File: config.mk
export PLATFORM = sky130hd
export DESIGN_NAME = fetch_unit
export DESIGN_NICKNAME = d
export VERILOG_FILES = /design/src/rtl/fetch_unit.sv
export SDC_FILE = /design/constraint.sdc
export NUM_CORES = 1
export LEC_CHECK = 0
export ABC_AREA = 1
export CAP_MARGIN = 40
export CORE_MARGIN = 5
export CORE_UTILIZATION = 45
export DETAILED_ROUTE_END_ITERATION = 10
export GPL_TIMING_DRIVEN = 0
export HOLD_SLACK_MARGIN = 0.1
export PLACE_DENSITY_LB_ADDON = 0.12
export SYNTH_ARGS = -nofsm -noshare
export SYNTH_HDL_FRONTEND = slang
export SYNTH_SLANG_ARGS = --single-unit
File: constraint.sdc
create_clock -name CLK -period 2.9 [get_ports CLK]
set_input_delay 0.87 -clock CLK [delete_from_list [all_inputs] [get_ports CLK]]
set_output_delay 0.87 -clock CLK [all_outputs]
set_load 0.1 [all_outputs]
File: src/rtl/fetch_unit.sv
// Instruction fetch stage: owns the PC, reads a synchronous ROM one word per
// cycle and feeds decode from a 2-entry prefetch queue with stall/redirect handling.
module fetch_unit #(
   parameter int unsigned ADDR_WIDTH = 10,
   parameter logic [31:0] RESET_PC   = 32'h0000_0000,
   parameter logic [31:0] NOP_INSTR  = 32'h0000_0013
) (
   input  logic                  CLK,
   input  logic                  RST_N,
   output logic                  IMEM_REQ,
   output logic [ADDR_WIDTH-1:0] IMEM_ADDR,
   input  logic [31:0]           IMEM_RDATA,
   input  logic                  STALL,
   input  logic                  REDIRECT_VALID,
   input  logic [31:0]           REDIRECT_PC,
   output logic [31:0]           INSTRUCTION,
   output logic [31:0]           INSTRUCTION_PC,
   output logic                  INSTRUCTION_VALID,
   output logic                  FETCH_FAULT
);

   typedef enum logic {
      ST_RUN  = 1'b0,
      ST_HALT = 1'b1
   } state_e;

   state_e      state_q, state_d;
   logic [31:0] pc_q, pc_d;
   logic [31:0] word_q [2];
   logic [31:0] word_d [2];
   logic [31:0] qpc_q  [2];
   logic [31:0] qpc_d  [2];
   logic [1:0]  count_q, count_d;
   logic        head_q, head_d;
   logic        inflight_q, inflight_d;
   logic [31:0] inflight_pc_q, inflight_pc_d;
   logic [31:0] last_pc_q, last_pc_d;

   logic        run;
   logic        pop;
   logic        push;
   logic        wr_idx;
   logic [2:0]  occ;

   always_ff @(posedge CLK or negedge RST_N) begin
      if (!RST_N) begin
         state_q       <= ST_RUN;
         pc_q          <= RESET_PC;
         word_q        <= '{default: '0};
         qpc_q         <= '{default: '0};
         count_q       <= '0;
         head_q        <= 1'b0;
         inflight_q    <= 1'b0;
         inflight_pc_q <= '0;
         last_pc_q     <= '0;
      end else begin
         state_q       <= state_d;
         pc_q          <= pc_d;
         word_q        <= word_d;
         qpc_q         <= qpc_d;
         count_q       <= count_d;
         head_q        <= head_d;
         inflight_q    <= inflight_d;
         inflight_pc_q <= inflight_pc_d;
         last_pc_q     <= last_pc_d;
      end
   end

   always_comb begin
      state_d       = state_q;
      pc_d          = pc_q;
      word_d        = word_q;
      qpc_d         = qpc_q;
      count_d       = count_q;
      head_d        = head_q;
      inflight_pc_d = inflight_pc_q;
      last_pc_d     = last_pc_q;

      run               = (state_q == ST_RUN);
      INSTRUCTION_VALID = (count_q != 2'd0) && run;
      INSTRUCTION       = INSTRUCTION_VALID ? word_q[head_q] : NOP_INSTR;
      INSTRUCTION_PC    = (count_q != 2'd0) ? qpc_q[head_q] : last_pc_q;
      FETCH_FAULT       = (state_q == ST_HALT);
      IMEM_ADDR         = pc_q[ADDR_WIDTH+1:2];

      // occupancy counts the in-flight word so the queue can never overflow
      occ      = {1'b0, count_q} + {2'b00, inflight_q};
      pop      = INSTRUCTION_VALID && !STALL && !REDIRECT_VALID;
      IMEM_REQ = RST_N && run && !REDIRECT_VALID && (occ < ({2'b00, pop} + 3'd2));
      push     = inflight_q && !REDIRECT_VALID;
      wr_idx   = head_q ^ (count_q == 2'd1);

      inflight_d = IMEM_REQ;
      if (IMEM_REQ) inflight_pc_d = pc_q;
      if (count_q != 2'd0) last_pc_d = qpc_q[head_q];

      // data returning in a redirect cycle is simply never pushed
      if (REDIRECT_VALID && run) begin
         count_d = '0;
         head_d  = 1'b0;
         pc_d    = {REDIRECT_PC[31:2], 2'b00};
         if (REDIRECT_PC[1:0] != 2'b00) state_d = ST_HALT;
      end else begin
         if (push) begin
            word_d[wr_idx] = IMEM_RDATA;
            qpc_d[wr_idx]  = inflight_pc_q;
         end
         if (pop) head_d = ~head_q;
         count_d = count_q + {1'b0, push} - {1'b0, pop};
         if (IMEM_REQ) pc_d = pc_q + 32'd4;
      end
   end

endmodule

==> results of run 1 <==
==> synthesized netlist by cell type <==
library cell and number:
a21oi_1 8, a31oi_1 30, and2_1 2, and3b_1 1, buf_1 2, buf_2 23, buf_4 14, clkbuf_1 37
dfrtp_1 221, ha_1 5, inv_1 141, inv_2 3, mux2i_1 1, nand2_1 491, nand2_2 1, nand2_4 1
nand3_1 44, nand3_2 1, nand4_1 4, nor2_1 94, nor2_2 3, nor2_4 2, nor3_1 1, o211ai_1 1
o21ai_0 156, o21ai_1 15, o22ai_1 2, or2_2 1, xnor2_1 2, xor2_1 10
==> routing by layer <==
metal | vias up | global-route usage (%)
li1 | 4549 | -
met1 | 4319 | 28.7
met2 | 250 | 41.3
met3 | 57 | 3.14
met4 | 0 | 7.29
met5 | - | 0
==> worst min-delay path by stage <==
| stage | start | end |
|---|---|---|
| after global placement | word_q[41] | word_q[41] |
| after floorplan | inflight_pc_q[10] | inflight_pc_q[10] |
| after detailed placement | qpc_q[45] | qpc_q[45] |
| final | RST_N | pc_q[14] |
| after global routing | RST_N | inflight_pc_q[5] |
| after CTS | RST_N | pc_q[10] |
==> cell families after synthesis <==
logic type | synth area share [%]
XOR/XNOR | 1.02
flip-flops | 53.9
multiplexers | 0.0976
AND/OR/NAND/NOR | 24.8
adder cells (fa/ha/maj) | 0.610
AO/OA/AOI/OAI | 10.8
buffers and inverters | 8.84
==> where the power goes <==
group          switching (mW)  internal (mW)
combinational            1.17          0.679
clock                    1.24           1.82
sequential             0.0929           3.24
total                    2.50           5.74
==> state kept, by name, indices dropped and copies added, names as in the netlist <==
signal         cells
FETCH_FAULT        1
count_q            2
head_q             1
inflight_pc_q     30
inflight_q         1
last_pc_q         32
pc_q              30
qpc_q             60
word_q            64
==> stage by stage <==
step	util, %	cell area [sq um]	power [mW]	setup TNS (ns)	worst slack (ns)
2_1_floorplan	-	10500	4.39	-0.304	-0.152
3_3_place_gp	54.5	12300	4.84	-2398.79	-9.39
3_5_place_dp	60.0	13500	5.20	-9.04	-1.35
4_1_cts	65.7	14800	8.31	-14.46	-0.417
5_1_grt	65.3	14700	8.53	-0.443	-0.312
6_report	65.3	14700	8.24	-0.195	-0.195
==> critical path: cells and delay by family, from the launching register on <==
kind | cells | cell delay, ns
and+or+nand+nor | 3 | 0.26
buffers and inverters | 6 | 1.04
DFF | 1 | 0.41
==> repair_timing <==
action	4_1_cts	5_1_grt
gates cloned	3	3
gates resized for setup	151	61
pin swaps	1	6
endpoints found under the setup margin	66	54
setup buffers	4	12
==> cell type report <==
class,count,share of cell area (%)
Clock buffer,34,4.61
Clock inverter,9,0.739
Tap cell,285,2.42
Sequential cell,221,37.5
Buffer,75,3.61
Multi-Input combinational cell,877,28.4
Timing Repair Buffer,194,18.9
Inverter,144,3.79
==> placed cells by master, fill, tap and decap left out, types with 15 or more instances in the layout <==
master / count
nand2_1: 489
dfrtp_1: 219
o21ai_0: 156
inv_1: 137
nor2_1: 94
clkdlybuf4s50_1: 77
buf_12: 64
nand3_1: 41
buf_4: 37
clkbuf_16: 26
buf_2: 25
clkbuf_1: 24
a31oi_2: 17
o21ai_1: 15
==> reports/metrics.cfg, run 1 <==
[floorplanning]
dieArea_sq_mm=0.0259
fp-row-count=55
fp.dieH_microns=161
core_area_sq_mm=0.0226
io_pins=145
die_w_microns=161
start_util_pct=45.5

[global_route]
grt_max_degree=90
antenna_found_initial=0
grt_pass1_vias=9559
grt_overflow=0
grt_usage_pct=22.9
grt_pass1_wl_microns=48400

[route]
dr_wl_met3_microns=1590
first_iter_violations=458
dr_wl_met2_microns=15200
wl_per_cell_microns=16.3
dr.pass1.iters=5
routed_wl_microns=30000
vias_per_cell=4.99
wl_met1_microns=12300
detail-route-antenna-nets=0
vias=9175
drc=0
dr.max_layer_used=met4

[cts]
tritoncts.num_buffers=24
clk_pin_slew_ns=0.06
cts_root_buf=clkbuf_16
postCtsHoldBufs=0
cts_tree=yes
clockBufferDepth=3
clock_sinks=221
insertion_delay_ns=0.52
htree_levels=1

[critical_path]
crit_type=flip-flop to primary output
arrival_ns=2.22
worstSetupStartpoint=count_q[0]
r2r_start=count_q[0]
crit_path_top_delay_cell=clkdlybuf4s50_1
slowest_delay_ns=0.51
ff2ff_path_depth=9
end_kind=primary output
r2r_slack_ns=0.77
worst_ep_required_time_ns=2.03
crit_chain=inv_2, nand2_4, nand2_4, inv_8, buf_8, nand2_1, inv_1, clkdlybuf4s50_1, buf_12
start_kind=flip-flop
crit_path_end=INSTRUCTION[18]
rr_endpoint=pc_q[23]
crit_top_cell=nand2_4
cp_max_fo=10

[timing]
setup_viol_count_final=1
max_slew_margin_pct=55.2
rsz0062_at_grt=yes
tightest_slew_ns=0.672
hold_violations=0
clock_skew_ns=0.0153
min_period_over_period_pct=107
final.setup.worst_slack_ns=-0.195
period_needed_ns=3.09
drv_slew=0
hold_ws_ns=0.206
clock.fmax_mhz=323

[yosys]
ys_seq_area_share_pct=53.9
synth_top_area_cell=dfrtp_1
ys_ff_latch=221
ys_warn_count=0
synth_cells=1317
synth_area_sq_mm=0.0103
syn_avg_cell_area_sq_um=7.79
ys_top_cells_by_area=dfrtp_1 54%, nand2_1 18%, o21ai_0 7.6%
yosys.area.top_type_share_pct=53.9
yosysUniqueCellTypes=30
syn_nets=1390

[placement]
dp_cells=1825
dp_hpwl_microns=20800
port_buffers=144
gp_congestion=0.894

[status]
status=finished, violations left
violations=setup timing

[layout]
area_growth_pct=43.6
fin_nets=1610
multi_input_area_sq_mm=0.00419
num_antenna_cells=0
seqCellArea_sq_mm=0.00553
drive_gt1_share_pct=16.4
stdcell_count=1839
fill_cells=1887

[power_and_ir_drop]
p_leak_nw=7.23
power_density_mw_per_mm2=559
irDropWorstVdd_uv=378

[min_path]
hold_class=input pin to async pin

[flow_run]
drv_cap=0

No activity file was read; power rests on OpenSTA's default activity.
==> run 2: changes to the inputs <==
Settings changed: CTS_BUF_LIST from default to sky130_fd_sc_hd__clkbuf_8 sky130_fd_sc_hd__clkbuf_16, SLEW_MARGIN from default to 20.
==> run 2 against run 1 <==
Net effect:
- the run now ends clean
- worst hold slack better by 0.0063 ns
- largest power group unchanged
- critical endpoint is now IMEM_REQ
- sequential power hardly changed
- count of clock-buffer cells in the layout is 7 lower
- utilization is 0.47 points higher
- critical path depth is 2 lower
- cell count is 0.33% higher
- setup slack better by 0.20 ns
- non-clock buffer count is 6 higher
- clock power hardly changed
- highest routed layer unchanged
- routed wire length is 0.83% higher
- maximum frequency is 6.9% higher
- die area stayed put
==> reports/metrics.cfg, run 2 (synthesis results as in run 1) <==
[status]
status=complete, no violations

[power_and_ir_drop]
irDropWorstVdd_uv=369
finalPower_mw=8.25
power_density_mw_per_mm2=556
p_leak_nw=7.33

[critical_path]
cp_max_fo=5
ff2ff_path_depth=11
worst_ep_required_time_ns=2.03
slowest_delay_ns=0.41
crit_chain=buf_4, ha_2, ha_2, and3b_2, nand2_4, inv_4, buf_12
crit_top_cell=ha_2
crit_type=flip-flop to primary output
r2r_start=count_q[0]
r2r_slack_ns=0.78
end_kind=primary output
rr_endpoint=pc_q[20]
critPathTopFamily=buffers and inverters
arrival_ns=2.03
start_kind=flip-flop
cp_num_buf_inv=3
crit_path_top_delay_cell=dfrtp_1

[global_route]
grt_pass1_vias=9517
grt_pass1_wl_microns=48400
grt_usage_pct=23.0
grt_overflow=0
grt_max_degree=90
antenna_found_initial=0

[cts]
cts_root_buf=clkbuf_16
clock_sinks=221
cts_tree=yes
clockBufferDepth=3
htree_levels=1
tritoncts.num_buffers=24
clk_pin_slew_ns=0.06
insertion_delay_ns=0.52
postCtsHoldBufs=0

[placement]
post_dp_cell_area_sq_mm=0.0135
dp_cells=1825
dp_hpwl_microns=20800
gp_congestion=0.894
port_buffers=144
place_ws_ns=-1.35

[route]
first_iter_violations=459
drc=0
detail-route-antenna-nets=0
vias_per_cell=4.98
routed_wl_microns=30300
vias=9180
wl_per_cell_microns=16.4
dr.pass1.iters=5

[layout]
fill_cells=1877
area_growth_pct=44.7
top_register=word_q
final_cell_mix=486 x nand2_1, 219 x dfrtp_1, 156 x o21ai_0
multi_input_area_sq_mm=0.00420
top_regs=word_q x64, qpc_q x60, last_pc_q x32
fin_nets=1616
largest_reg_flops=64
stdcell_count=1845
drive_gt1_share_pct=16.6
stdcell_area_sq_mm=0.0148
num_antenna_cells=0
seqCellArea_sq_mm=0.00553
layout_commonest_cell=nand2_1

[floorplanning]
dieArea_sq_mm=0.0259
die_w_microns=161
fp-row-count=55
fp.dieH_microns=161
start_util_pct=45.5
core_area_sq_mm=0.0226
io_pins=145

[min_path]
hold_class=input pin to async pin

[timing]
tightest_slew_ns=0.658
setup_viol_count_final=0
clock_skew_ns=0.0132
drv_slew=0
clock.fmax_mhz=345
max_slew_margin_pct=56.1
period_needed_ns=2.90
min_period_over_period_pct=99.9
final.setup.worst_slack_ns=0.00372
rsz0062_at_grt=yes
hold_violations=0

[flow_run]
drv_cap=0

==> run 2: changes by cell type in the layout (fill, tap and decap cells not counted), sizes merged <==
| cell | delta |
|---|---|
| inv | +6 |
| buf | -1 |
| clkdlybuf4s50 | -1 |
| dlymetal6s2s | +6 |
| clkdlybuf4s15 | +2 |
| clkinv | +1 |
| clkbuf | -7 |
==> run 2: layout make-up <==
type	instances	share of cell area, %
plain buffers	75	3.70
well taps	285	2.40
multi-input cells	877	28.3
clock inverters	16	0.910
clock buffers	27	4.40
repair buffers	200	19.2
flip-flops and latches	221	37.3
inverters	144	3.75
==> run 2: metrics by stage <==
| step | TNS [ns] | utilization [%] | hold slack, ns |
|---|---|---|---|
| floorplan | -0.304 | - | 0.453 |
| global placement | -2398.79 | 54.5 | 0.466 |
| detailed placement | -9.04 | 60.0 | 0.473 |
| CTS | -14.47 | 65.7 | 0.195 |
| global route | -0.238 | 65.8 | 0.200 |
| finish | 0 | 65.8 | 0.213 |
==> run 2: repair_timing <==
| item | CTS | global route |
|---|---|---|
| cloned | 3 | 3 |
| pin swaps | 1 | 7 |
| resized for setup | 151 | 77 |
| endpoints found under the setup margin | 66 | 54 |
| buffers inserted | 4 | 10 |
==> run 2: how the worst max path moves through the flow <==
stage | start | cells past startpoint | endpoint | slack, ns
floorplan | count_q[0] | 4 | INSTRUCTION_PC[0] | -0.15
global placement | RST_N | 6 | IMEM_REQ | -9.39
detailed placement | RST_N | 8 | IMEM_REQ | -1.35
CTS | count_q[0] | 6 | INSTRUCTION_PC[13] | -0.42
global route | count_q[0] | 7 | IMEM_REQ | -0.06
finish | count_q[0] | 7 | IMEM_REQ | 0.004
==> run 2: metal layers <==
metal	global-route usage, %	vias up	wire length [microns]
met3	3.01	61	1500
met5	0	-	0
met1	29.0	4314	12600
met2	41.2	248	15300
met4	7.37	0	939
li1	-	4557	-
==> run 2: power by group <==
part	internal [mW]	switching [mW]
Combinational	0.703	1.17
Sequential	3.24	0.0929
Clock	1.79	1.25
